--- config.mk ---
export PLATFORM = sky130hd
export DESIGN_NAME = tx_frame_assemble
export DESIGN_NICKNAME = d
export VERILOG_FILES = /design/src/rtl/tx_frame_assemble.sv
export SDC_FILE = /design/constraint.sdc
export NUM_CORES = 1
export LEC_CHECK = 0
export ABC_AREA = 1
export BUFFER_PORTS_ARGS = -buffer_cell sky130_fd_sc_hd__buf_2
export CAP_MARGIN = 25
export CORE_ASPECT_RATIO = 0.8
export CORE_MARGIN = 2
export CORE_UTILIZATION = 47
export CTS_CLUSTER_SIZE = 10
export DETAILED_ROUTE_END_ITERATION = 10
export PLACE_DENSITY = 0.88
export SKIP_LAST_GASP = 1
export SLEW_MARGIN = 10
export SYNTH_ARGS = -nofsm -noshare
export SYNTH_HDL_FRONTEND = slang
export SYNTH_SLANG_ARGS = --single-unit
--- constraint.sdc ---
create_clock -name txclk -period 2.62 [get_ports txclk]
set_input_delay 0.262 -clock txclk [delete_from_list [all_inputs] [get_ports txclk]]
set_output_delay 0.262 -clock txclk [all_outputs]
set_load 0.05 [all_outputs]
--- src/rtl/tx_frame_assemble.sv ---
// tx_frame_assemble: turns 64-bit frame words into XGMII start/data/terminate/idle words.
// Optional macro TX_STATS_EN adds stat_frames / stat_bytes counters.
module tx_frame_assemble #(
   parameter int IFG_WORDS = 1
) (
   input  logic        txclk,
   input  logic        reset,
   input  logic [63:0] tx_data,
   input  logic        tx_valid,
   input  logic        tx_last,
   input  logic [2:0]  tx_last_bytes,
   output logic        tx_ready,
   output logic [63:0] txd64,
   output logic [7:0]  txc8,
   output logic        tx_underrun
`ifdef TX_STATS_EN
   ,
   output logic [31:0] stat_frames,
   output logic [47:0] stat_bytes
`endif
);

   localparam logic [63:0] C_IDLE_WORD  = 64'he0e0e0e0e0e0e0e0;
   localparam logic [63:0] C_START_WORD = 64'hdf555555555555d5;
   localparam logic [63:0] C_TERM_WORD  = 64'hbfe0e0e0e0e0e0e0;
   localparam logic [63:0] C_ERR_WORD   = 64'h7f7f7f7f7f7f7fbf;
   localparam logic [3:0]  C_IFG_LOAD   = IFG_WORDS[3:0];

   typedef enum logic [2:0] {
      S_IDLE  = 3'd0,
      S_START = 3'd1,
      S_DATA  = 3'd2,
      S_TERM  = 3'd3,
      S_DROP  = 3'd4,
      S_IFG   = 3'd5
   } state_t;

   state_t      r_state;
   state_t      w_next_state;
   logic [3:0]  r_ifg_cnt;
   logic [63:0] r_txd;
   logic [7:0]  r_txc;
   logic        r_underrun;
   logic [63:0] w_txd;
   logic [7:0]  w_txc;
   logic        w_underrun;
   logic [63:0] w_last_word;

   // Short last word: data lanes, then TERMINATE, then idles
   always_comb begin
      w_last_word = C_IDLE_WORD;
      for (int i = 0; i < 8; i++) begin
         if (i < int'(tx_last_bytes)) begin
            w_last_word[63-8*i -: 8] = tx_data[63-8*i -: 8];
         end else if (i == int'(tx_last_bytes)) begin
            w_last_word[63-8*i -: 8] = 8'hbf;
         end else begin
            w_last_word[63-8*i -: 8] = 8'he0;
         end
      end
   end

   always_comb begin
      w_next_state = r_state;
      w_txd        = C_IDLE_WORD;
      w_txc        = 8'hff;
      w_underrun   = 1'b0;
      tx_ready     = 1'b0;
      case (r_state)
         S_IDLE: begin
            if (tx_valid) begin
               w_next_state = S_START;
            end else begin
               w_next_state = S_IDLE;
            end
         end
         S_START: begin
            w_txd        = C_START_WORD;
            w_txc        = 8'h80;
            w_next_state = S_DATA;
         end
         S_DATA: begin
            tx_ready = 1'b1;
            if (!tx_valid) begin
               w_txd        = C_ERR_WORD;
               w_underrun   = 1'b1;
               w_next_state = S_DROP;
            end else if (tx_last && (tx_last_bytes != 3'd0)) begin
               w_txd        = w_last_word;
               w_txc        = 8'hff >> tx_last_bytes;
               w_next_state = S_IFG;
            end else if (tx_last) begin
               w_txd        = tx_data;
               w_txc        = 8'h00;
               w_next_state = S_TERM;
            end else begin
               w_txd = tx_data;
               w_txc = 8'h00;
            end
         end
         S_TERM: begin
            w_txd        = C_TERM_WORD;
            w_next_state = S_IFG;
         end
         S_DROP: begin
            // The rest of the aborted frame is drained so the FIFO realigns on the next frame
            tx_ready = 1'b1;
            if (tx_valid && tx_last) begin
               w_next_state = S_IFG;
            end else begin
               w_next_state = S_DROP;
            end
         end
         S_IFG: begin
            if (r_ifg_cnt > 4'd1) begin
               w_next_state = S_IFG;
            end else if (tx_valid) begin
               w_next_state = S_START;
            end else begin
               w_next_state = S_IDLE;
            end
         end
         default: begin
            w_next_state = S_IDLE;
         end
      endcase
   end

   always_ff @(posedge txclk or posedge reset) begin
      if (reset) begin
         r_state    <= S_IDLE;
         r_txd      <= C_IDLE_WORD;
         r_txc      <= 8'hff;
         r_underrun <= 1'b0;
      end else begin
         r_state    <= w_next_state;
         r_txd      <= w_txd;
         r_txc      <= w_txc;
         r_underrun <= w_underrun;
      end
   end

   always_ff @(posedge txclk or posedge reset) begin
      if (reset) begin
         r_ifg_cnt <= 4'd0;
      end else if ((r_state != S_IFG) && (w_next_state == S_IFG)) begin
         r_ifg_cnt <= C_IFG_LOAD;
      end else if ((r_state == S_IFG) && (r_ifg_cnt != 4'd0)) begin
         r_ifg_cnt <= r_ifg_cnt - 4'd1;
      end
   end

   assign txd64       = r_txd;
   assign txc8        = r_txc;
   assign tx_underrun = r_underrun;

`ifdef TX_STATS_EN
   logic [31:0] r_stat_frames;
   logic [47:0] r_stat_bytes;
   logic [47:0] r_frame_bytes;

   // Counters advance only when a terminator is issued for a frame that completed normally
   always_ff @(posedge txclk or posedge reset) begin
      if (reset) begin
         r_stat_frames <= 32'd0;
         r_stat_bytes  <= 48'd0;
         r_frame_bytes <= 48'd0;
      end else if (r_state == S_START) begin
         r_frame_bytes <= 48'd0;
      end else if ((r_state == S_DATA) && tx_valid) begin
         if (tx_last && (tx_last_bytes != 3'd0)) begin
            r_stat_frames <= r_stat_frames + 32'd1;
            r_stat_bytes  <= r_stat_bytes + r_frame_bytes + {45'd0, tx_last_bytes};
         end else begin
            r_frame_bytes <= r_frame_bytes + 48'd8;
         end
      end else if (r_state == S_TERM) begin
         r_stat_frames <= r_stat_frames + 32'd1;
         r_stat_bytes  <= r_stat_bytes + r_frame_bytes;
      end
   end

   assign stat_frames = r_stat_frames;
   assign stat_bytes  = r_stat_bytes;
`endif

endmodule
==> impl_metrics.json <==
{
  "worst_slew_pin_slew_ns": 0.480,
  "crit_arrival_ns": 1.62,
  "powerDensity_nw_per_um2": 1360,
  "num_rows": 27,
  "drc_errors": 0,
  "status": "complete, no violations",
  "core_area_um2": 6790,
  "ys_seq_area_share_pct": 63.1,
  "multi_input_area_um2": 1010,
  "post_cts_resized": 0,
  "regArea_um2": 2040,
  "via_per_inst": 4.92,
  "syn-num-nets": 414,
  "dr_wl_met3_um": 823,
  "final_layout_size_suffix_gt1_share_pct": 42.7,
  "cts.sinks": 80,
  "syn-instance-count": 341,
  "hold_viol_final": 0,
  "synth_area_um2": 3240,
  "drtAntennaViolNets": 0,
  "overflow": 0,
  "yosysUniqueCellTypes": 28,
  "cts_tree": "done",
  "wl_mm": 8.53,
  "grt_pass1_wl_mm": 13.4,
  "cp.required_ns": 2.36,
  "grt_util_all_layers_pct": 22.9,
  "port_buffers": 144,
  "io_pins": 145,
  "cts.clk_slew.worst_paths_ns": 0.08,
  "slew_headroom_pct": 68.0,
  "finalSetupViolCount": 0,
  "rsz0062_at_grt": "no",
  "die_h_um": 78.2,
  "critPathKind": "reg -> out",
  "yosysWarningCount": 0,
  "die-area_um2": 7570,
  "hold_class": "in -> reg",
  "drtIter0Drc": 142,
  "startpoint_type": "register",
  "gp_congestion": 0.802,
  "clk-insertion-delay-late_ns": 0.36,
  "met1_length_mm": 3.51,
  "final_nets": 565,
  "cts_root_buffer": "clkbuf_8",
  "cp-end-kind": "output port",
  "start_util_pct": 47.7,
  "grt_max_degree": 31,
  "yosys_register_bits": 80,
  "drt_first_pass_iters": 5,
  "vias": 2879,
  "finalClockSkew_ns": 0.0169,
  "cap_violations": 0,
  "grt_pass1_vias": 2750,
  "die_x_um": 96.8,
  "area_delta_synth_final_pct": 31.7,
  "p_leak_nw": 2.33,
  "grt_antenna_before_repair": 0,
  "avgRoutedWirePerCell_um": 14.6,
  "clk_path_buf_depth": 2,
  "numCtsBuffers": 9,
  "holdWs_ns": 0.0983,
  "max_freq_mhz": 531,
  "wl_met2_mm": 4.10,
  "final_common_cell": "buf_2",
  "worst-path-max-fanout": 19,
  "final_cell_mix": "buf_2 (144), nand2_1 (95), dfrtp_1 (48)",
  "fin_crit_ns": 1.88,
  "tns_ns": 0,
  "place_hpwl_mm": 6.59,
  "ir_drop_mv": 0.590,
  "h-tree-depth": 3,
  "slew_violations": 0,
  "syn_avg_cell_area_um2": 9.49,
  "fin_crit_sh_pct": 71.9,
  "fillCellCount": 600,
  "top_layer_used": "met4"
}
## worst max-delay path, stage by stage, from the launching register on
cell and delay, ns:
dfrtp_1 0.43, inv_1 0.16, nand3_4 0.24, nand2_1 0.16
buf_2 0.27
## cell type report
cell class / count / share of cell area, %
Clock inverter: 7 / 2.03
Sequential cell: 80 / 47.9
Inverter: 35 / 3.20
Timing Repair Buffer: 148 / 17.7
Multi-Input combinational cell: 218 / 23.7
Clock buffer: 9 / 2.91
Tap cell: 87 / 2.55
Antenna cell: 1 / 0.0587
## registers in the layout, summed over array words and instances (netlist names)
signal       cells
r_ifg_cnt        4
r_state          3
tx_underrun      1
txc8             8
txd64           64
## logic make-up after synthesis
logic type	after synthesis	share of synthesized area, %
adder cells (fa/ha/maj)	2	0.773
AO/OA/AOI/OAI	64	10.4
AND/OR/NAND/NOR	149	19.2
buffers and inverters	43	5.72
flip-flops	80	63.1
XOR/XNOR	3	0.812
## repair_timing
action,CTS,global route
hold buffers,1,0
setup buffers,0,0
endpoints found under the hold margin,15,0
## worst paths after layout
check	from	endpoint	slack, ns	cells past startpoint
hold reg to reg	r_ifg_cnt[3]$_DFFE_PP0P_	r_ifg_cnt[3]$_DFFE_PP0P_	0.59	3
max in group asynchronous	reset	txd64[5]$_DFF_PP1_	1.38	4
setup / recovery	r_state[0]$_DFF_PP0_	tx_ready	0.74	4
setup reg to reg	r_state[0]$_DFF_PP0_	r_ifg_cnt[3]$_DFFE_PP0P_	0.84	8
hold / removal	tx_data[7]	txd64[7]$_DFF_PP1_	0.1	3
min in group asynchronous	reset	txd64[35]$_DFF_PP0_	0.44	3
## cell usage after synthesis
cell | count | area share, %
nand2_1 | 95 | 11
dfrtp_1 | 48 | 37
nor2_1 | 33 | 3.8
dfstp_2 | 32 | 26
o21ai_0 | 30 | 4.6
a21oi_1 | 29 | 4.5
inv_1 | 29 | 3.4
nand3_1 | 9 | 1.4
buf_2 | 4 | 0.62
inv_2 | 4 | 0.46
o21ai_1 | 3 | 0.46
buf_6 | 2 | 0.70
clkbuf_1 | 2 | 0.23
ha_1 | 2 | 0.77
nand2_2 | 2 | 0.39
nand4_1 | 2 | 0.39
nor2_2 | 2 | 0.39
nor3_1 | 2 | 0.31
xnor2_1 | 2 | 0.54
a21oi_4 | 1 | 0.50
clkinv_2 | 1 | 0.15
inv_4 | 1 | 0.19
nand2_4 | 1 | 0.35
nand3_2 | 1 | 0.31
nand3_4 | 1 | 0.54
nor2_4 | 1 | 0.35
o21ai_2 | 1 | 0.27
xor2_1 | 1 | 0.27
## report_power, final
part | internal [W] | switching, W
clock network | 0.000461 | 0.000496
registers | 0.00178 | 0.000158
logic | 0.000607 | 0.00231
## metrics by stage
stage	instance area (µm²)	setup WS [ns]	total power [W]	utilization, %	instances
2_1_floorplan	3240	0.359	0.00423	-	341
3_3_place_gp	4040	0.959	0.00480	59.5	567
3_5_place_dp	4040	0.870	0.00487	59.5	567
4_1_cts	4260	0.718	0.00584	62.7	584
5_1_grt	4260	0.619	0.00613	62.7	584
6_report	4260	0.736	0.00581	62.8	585
## metal layers
metal  vias up  track usage (%)
li1       1379                -
met1      1360             29.7
met2       129             36.3
met3        11             8.37
met4         0             7.18
met5         -                0
(Power assumes the default switching activity.)
